===== config.mk =====
export PLATFORM = sky130hd
export DESIGN_NAME = branch_resolve_queue
export DESIGN_NICKNAME = d
export VERILOG_FILES = /design/src/rtl/bp_pkg.sv /design/src/rtl/bq_storage.sv /design/src/rtl/branch_resolve_queue.sv
export SDC_FILE = /design/constraint.sdc
export NUM_CORES = 1
export LEC_CHECK = 0
export CORE_MARGIN = 3
export CORE_UTILIZATION = 60
export CTS_BUF_LIST = sky130_fd_sc_hd__clkbuf_4 sky130_fd_sc_hd__clkbuf_8
export DETAILED_ROUTE_END_ITERATION = 8
export HOLD_SLACK_MARGIN = 0.03
export PLACE_DENSITY = 0.86
export SYNTH_ARGS = -nofsm -noshare
export SYNTH_HDL_FRONTEND = slang
export SYNTH_SLANG_ARGS = --single-unit
export TNS_END_PERCENT = 50

===== constraint.sdc =====
create_clock -name clk -period 13.1 [get_ports clk]
set_clock_uncertainty 0.15 [all_clocks]
set_input_delay 3.93 -clock clk [delete_from_list [all_inputs] [get_ports clk]]
set_output_delay 3.93 -clock clk [all_outputs]
set_load 0.02 [all_outputs]

===== src/rtl/bp_pkg.sv =====
// Shared types for the branch resolve queue: entry layout, FSM states, instruction size.
// Entry PC fields are BQ_XLEN wide; the top checks its XLEN against this at elaboration.
package bp_pkg;

  localparam int BQ_XLEN     = 32;
  localparam int INSTR_BYTES = 4;

  typedef struct packed {
    logic [BQ_XLEN-1:0] pc;
    logic               pred_taken;
    logic [BQ_XLEN-1:0] pred_target;
  } bq_entry_t;

  typedef enum logic {
    RUN   = 1'b0,
    FLUSH = 1'b1
  } bq_state_e;

endpackage


===== src/rtl/bq_storage.sv =====
// DEPTH-entry branch register file: one synchronous write port, one asynchronous read port.
// Contents are not reset; validity is tracked entirely by the owner's pointers and count.
module bq_storage
  import bp_pkg::*;
#(
  parameter int DEPTH = 4,
  parameter int AW    = $clog2(DEPTH)
) (
  input  logic          clk,
  input  logic          wr_en,
  input  logic [AW-1:0] wr_addr,
  input  bq_entry_t     wr_data,
  input  logic [AW-1:0] rd_addr,
  output bq_entry_t     rd_data
);

  bq_entry_t mem_q [DEPTH];

  always_ff @(posedge clk) begin
    if (wr_en) begin
      mem_q[wr_addr] <= wr_data;
    end
  end

  assign rd_data = mem_q[rd_addr];

endmodule


===== src/rtl/branch_resolve_queue.sv =====
// In-order predicted-branch queue between IF and EXE; resolve -> update/mispredict in 1 cycle.
// push_ready drops when full or during the one-cycle FLUSH after a mispredict.
module branch_resolve_queue
  import bp_pkg::*;
#(
  parameter int DEPTH = 4,
  parameter int XLEN  = 32
) (
  input  logic                     clk,
  input  logic                     reset_n,
  input  logic                     push_valid,
  output logic                     push_ready,
  input  logic [XLEN-1:0]          push_pc,
  input  logic                     push_pred_taken,
  input  logic [XLEN-1:0]          push_pred_target,
  input  logic                     resolve_valid,
  input  logic                     resolve_taken,
  input  logic [XLEN-1:0]          resolve_target,
  output logic                     update,
  output logic                     actual_taken,
  output logic [XLEN-1:0]          update_pc,
  output logic                     mispredict,
  output logic [XLEN-1:0]          redirect_pc,
  output logic [$clog2(DEPTH):0]   count,
  output logic                     underflow_err
);

  localparam int              PW       = $clog2(DEPTH);
  localparam int              CW       = PW + 1;
  localparam logic [CW-1:0]   FULL_CNT = CW'(DEPTH);
  localparam logic [CW-1:0]   CNT_ONE  = CW'(1);
  localparam logic [PW-1:0]   PTR_ONE  = PW'(1);
  localparam logic [XLEN-1:0] PC_STEP  = XLEN'(INSTR_BYTES);

  if (XLEN != BQ_XLEN) begin : g_xlen_chk
    $error("branch_resolve_queue: XLEN must equal bp_pkg::BQ_XLEN");
  end

  bq_state_e       state_q, state_d;
  logic [PW-1:0]   wr_ptr_q, wr_ptr_d;
  logic [PW-1:0]   rd_ptr_q, rd_ptr_d;
  logic [CW-1:0]   count_q, count_d;
  logic            underflow_q, underflow_d;
  logic            update_q, update_d;
  logic            actual_taken_q, actual_taken_d;
  logic [XLEN-1:0] update_pc_q, update_pc_d;
  logic            mispredict_q, mispredict_d;
  logic [XLEN-1:0] redirect_pc_q, redirect_pc_d;

  bq_entry_t head;
  bq_entry_t wr_entry;
  logic      in_run;
  logic      push_fire;
  logic      res_fire;
  logic      mis;
  logic      flush;
  logic      wr_en;

  bq_storage #(
    .DEPTH (DEPTH)
  ) u_storage (
    .clk     (clk),
    .wr_en   (wr_en),
    .wr_addr (wr_ptr_q),
    .wr_data (wr_entry),
    .rd_addr (rd_ptr_q),
    .rd_data (head)
  );

  assign in_run     = (state_q == RUN);
  assign push_ready = in_run && (count_q < FULL_CNT);
  assign push_fire  = push_valid && push_ready;
  assign res_fire   = in_run && resolve_valid && (count_q != '0);

  // A correctly predicted taken branch still mispredicts if fetch went to the wrong target.
  assign mis   = (resolve_taken != head.pred_taken) ||
                 (resolve_taken && head.pred_taken && (resolve_target != head.pred_target));
  assign flush = res_fire && mis;
  assign wr_en = push_fire && !flush;

  assign wr_entry = '{pc: push_pc, pred_taken: push_pred_taken, pred_target: push_pred_target};

  always_comb begin
    state_d        = state_q;
    wr_ptr_d       = wr_ptr_q;
    rd_ptr_d       = rd_ptr_q;
    count_d        = count_q;
    underflow_d    = underflow_q;
    update_d       = 1'b0;
    mispredict_d   = 1'b0;
    actual_taken_d = actual_taken_q;
    update_pc_d    = update_pc_q;
    redirect_pc_d  = redirect_pc_q;

    case (state_q)
      RUN:     if (flush) state_d = FLUSH;
      FLUSH:   state_d = RUN;
      default: state_d = RUN;
    endcase

    if (in_run && resolve_valid && (count_q == '0)) begin
      underflow_d = 1'b1;
    end

    if (wr_en) begin
      wr_ptr_d = wr_ptr_q + PTR_ONE;
    end

    if (res_fire) begin
      rd_ptr_d       = rd_ptr_q + PTR_ONE;
      update_d       = 1'b1;
      mispredict_d   = mis;
      actual_taken_d = resolve_taken;
      update_pc_d    = head.pc;
      redirect_pc_d  = resolve_taken ? resolve_target : (head.pc + PC_STEP);
    end

    case ({wr_en, res_fire})
      2'b10:   count_d = count_q + CNT_ONE;
      2'b01:   count_d = count_q - CNT_ONE;
      default: count_d = count_q;
    endcase

    // Flush discards everything behind the mispredicting head, including a same-cycle push.
    if (flush) begin
      count_d  = '0;
      wr_ptr_d = rd_ptr_q + PTR_ONE;
    end
  end

  always_ff @(posedge clk or negedge reset_n) begin
    if (!reset_n) begin
      state_q        <= RUN;
      wr_ptr_q       <= '0;
      rd_ptr_q       <= '0;
      count_q        <= '0;
      underflow_q    <= 1'b0;
      update_q       <= 1'b0;
      actual_taken_q <= 1'b0;
      update_pc_q    <= '0;
      mispredict_q   <= 1'b0;
      redirect_pc_q  <= '0;
    end else begin
      state_q        <= state_d;
      wr_ptr_q       <= wr_ptr_d;
      rd_ptr_q       <= rd_ptr_d;
      count_q        <= count_d;
      underflow_q    <= underflow_d;
      update_q       <= update_d;
      actual_taken_q <= actual_taken_d;
      update_pc_q    <= update_pc_d;
      mispredict_q   <= mispredict_d;
      redirect_pc_q  <= redirect_pc_d;
    end
  end

  assign update        = update_q;
  assign actual_taken  = actual_taken_q;
  assign update_pc     = update_pc_q;
  assign mispredict    = mispredict_q;
  assign redirect_pc   = redirect_pc_q;
  assign count         = count_q;
  assign underflow_err = underflow_q;

endmodule


==> impl_results.md <==
* Async S/R FF share, synth at 22.6%
* Hold path startpoint: update_pc[7]
* Synth cell types at 44
* DRC Markers at 0
* Headroom to the max-slew limit at about a third
* Io pins at 174
* Die Ht at 157 microns
* CTS Buf Count at 52
* Largest net degree at the start of global routing at 96
* Seq/Total Area, Yosys at 71.4%
* Antenna-violating nets left at 0
* Finish-stage setup viols at 0
* R2R Path End: u_storage.mem_q[3][38]
* Final Slew Violations at 0
* Layout cells sized above 1 at between 10% and 20%
* CP endpoint kind: flip-flop
* Crit path required time at 13.14 ns
* Final Wtd Congestion at 0.878
* CP Data Arrival Time at 7.58 ns
* Antenna cell count at 0
* Design area at roughly 17000 sq um
* Die area at roughly 24000 sq um
* Synth top area share at 57.4%
* Port Buffers at between 150 and 200
* Initial Util at 61.7%
* Final hold violations at 0
* Area Growth Syn to Fin at 22.6%
* Avg Cell Area, Syn at roughly 16 sq um
* Yosys reg bits at 336
* Worst hold-check path type: flip-flop to flip-flop
* Vias at 8323
* Max-Cap Viols at 0
* Fin cells at between 1000 and 1500
* Post-cts sizing count at 0
* Global route overflow at 0
* Top FF cell, synth: edfxtp_1
* EDFF count, synth at between 200 and 300
* Number of global-route vias before repair at roughly 8300
* Status: finished clean
* Finished Core Util at 75.7%
* CTS tree: yes
* Core footprint at 22000 sq um
* Chip width at 157 microns
* Mapped Nets at 959
* CTS max path bufs at 3
* WHS Path Cells at 2
* Largest cells by area after synthesis: edfxtp_1, dfrtp_1, mux4_2, nand2_1, xnor2_1
* Tmin final at 7.54 ns
* Hold_buf cts at 0
* Detailed placement HPWL at between 20 and 25 mm
* 1st-iter DRT viols at 925
* DRT Pass-1 Iters at 5
* Reg2reg start: rd_ptr_q[1]
* Unrepaired setup endpoints after global routing: false
* CTS Sinks at 336
* Synth area leader: edfxtp_1
* TNS Setup at 0 ns
* Maximum VDD drop at 0.000119 V
* Cell Area, Placed at 15600 sq um
* Crit-path max FO at 33
* Post-synth top cells: edfxtp_1, nand2_1, dfrtp_1
* P per Cell Area at ~230 nW/um^2
* R2R Setup Slk at roughly 7.6 ns
* Routed WL at around 32 mm
* Pre-CTS setup slack at 5.05 ns
* Overall routing resource usage at between 20% and 30%
* Clock Tree Root: clkbuf_8
* Ys Warns at 0
* Final worst slack at 5.56 ns
* Hold path endpoint: update_pc[7]
* Htree depth at 2
* Post-Syn Area at 13600 sq um
* R2R depth at 10
* Total Nets Final at 1156
* Critical path launch point type: input port
* Worst-Margin Slew at around 1 ns
* Initial antenna violation count at 2
* Drt wl/cell at ~24 microns
* Leakage power at roughly 6 nW
* Clock latency on the worst-skew pair at about 0.57 ns
* Crit path kind: input port to flip-flop
* Postcts setup bufs at 0
* # rows at 54
* Fmax achieved at 133 MHz
* Period utilization at 57.5%
* Worst-path clk slew at 0.06 ns
* Number of placed instances, taps included at about 1300
* Mapped Cells at 850
* First-pass GRT wire length at 49.1 mm
* Vias per cell at 6.08
* Most frequent cell after synthesis: edfxtp_1
[kinds of logic after synthesis]
family	Yosys count	share of synthesized area, %
compound gates	77	3.09
xor+xnor	64	4.12
fa+ha+maj	7	0.699
simple gates	237	7.60
buf+inv	46	1.60
mux	83	11.5
flops	336	71.4
[power breakdown]
group | switching, W | total [W] | leakage, nW | internal, W
registers | 0.000150 | 0.00157 | 3.30 | 0.00142
logic | 0.000805 | 0.00140 | 2.14 | 0.000598
clock network | 0.000382 | 0.000906 | 0.594 | 0.000524
[cell usage in the layout (no fill, tap or decap), types with 2 or more instances in the layout]
cell type,Yosys,final
mux2i_1,24,24
buf_4,1,9
nand3_1,14,14
edfxtp_1,260,260
ha_1,6,6
and3_1,8,4
o22ai_1,2,2
nor3_1,4,4
nor4_1,3,3
inv_1,7,7
and2_1,2,2
or3_1,2,2
nand2_1,151,151
mux4_2,58,58
nor2_1,31,31
xor2_1,11,11
a21oi_1,19,19
o2111ai_1,3,3
and3_2,0,4
clkdlybuf4s50_1,0,171
clkbuf_4,0,26
and4_1,3,3
dfrtp_1,76,74
dfrtp_4,0,2
nand4_1,11,11
bufinv_16,0,2
o21ai_1,6,6
clkinv_2,0,4
clkinv_1,0,4
clkbuf_8,0,59
xnor2_1,53,53
a211o_1,2,2
o21ai_0,40,40
[state kept, by name, summed over array words and instances (netlist names)]
signal / count
u_storage.mem_q: 260
redirect_pc: 32
update_pc: 32
count: 3
rd_ptr_q: 2
wr_ptr_q: 2
actual_taken: 1
mispredict: 1
state_q: 1
underflow_err: 1
update: 1
[layout make-up]
| cell class | instances | area (sq um) |
|---|---|---|
| multi-input combinational | 468 | 3680 |
| inverter | 8 | 30.0 |
| clock buffer | 85 | 1010 |
| fill | 1245 | 5360 |
| tap | 280 | 350 |
| clock inverter | 11 | 103 |
| sequential | 336 | 9720 |
| timing repair buffer | 181 | 1780 |
[metal layers]
layer / vias up / track usage (%) / routed length [microns]
met5: - / 0 / 28
met4: 4 / 9.96 / 1120
met3: 87 / 5.53 / 3170
met2: 510 / 40.7 / 15300
met1: 4136 / 39.4 / 12800
li1: 3586 / - / -
[worst max-delay path, cell delays in order]
cell and delay [ns]:
clkdlybuf4s50_1 0.61, xnor2_1 0.16, nand4_1 0.14, nor4_1 0.64, o2111ai_1 0.26, o21a_1 0.27, nand2_2 0.15, and3_2 0.81
buf_4 0.58
[through the flow]
stage | hold WS (ns) | power [W]
2_1_floorplan | 0.415 | 0.00243
3_3_place_gp | 0.294 | 0.00293
3_5_place_dp | 0.313 | 0.00298
4_1_cts | 0.327 | 0.00388
5_1_grt | 0.336 | 0.00406
6_report | 0.322 | 0.00388
[worst max path at each step]
| stage | startpoint | slack (ns) | endpoint | cells after the start |
|---|---|---|---|---|
| after floorplan | resolve_target[27] | 5.62 | u_storage.mem_q[0][0] | 7 |
| after global placement | resolve_target[10] | 5.13 | u_storage.mem_q[3][39] | 9 |
| after detailed placement | resolve_target[29] | 5.05 | u_storage.mem_q[3][14] | 9 |
| after CTS | resolve_target[29] | 5.59 | u_storage.mem_q[3][14] | 9 |
| after global routing | resolve_target[29] | 5.49 | u_storage.mem_q[3][14] | 9 |
| final | resolve_target[10] | 5.56 | u_storage.mem_q[3][38] | 9 |
Power figures use the tool's default switching activity.
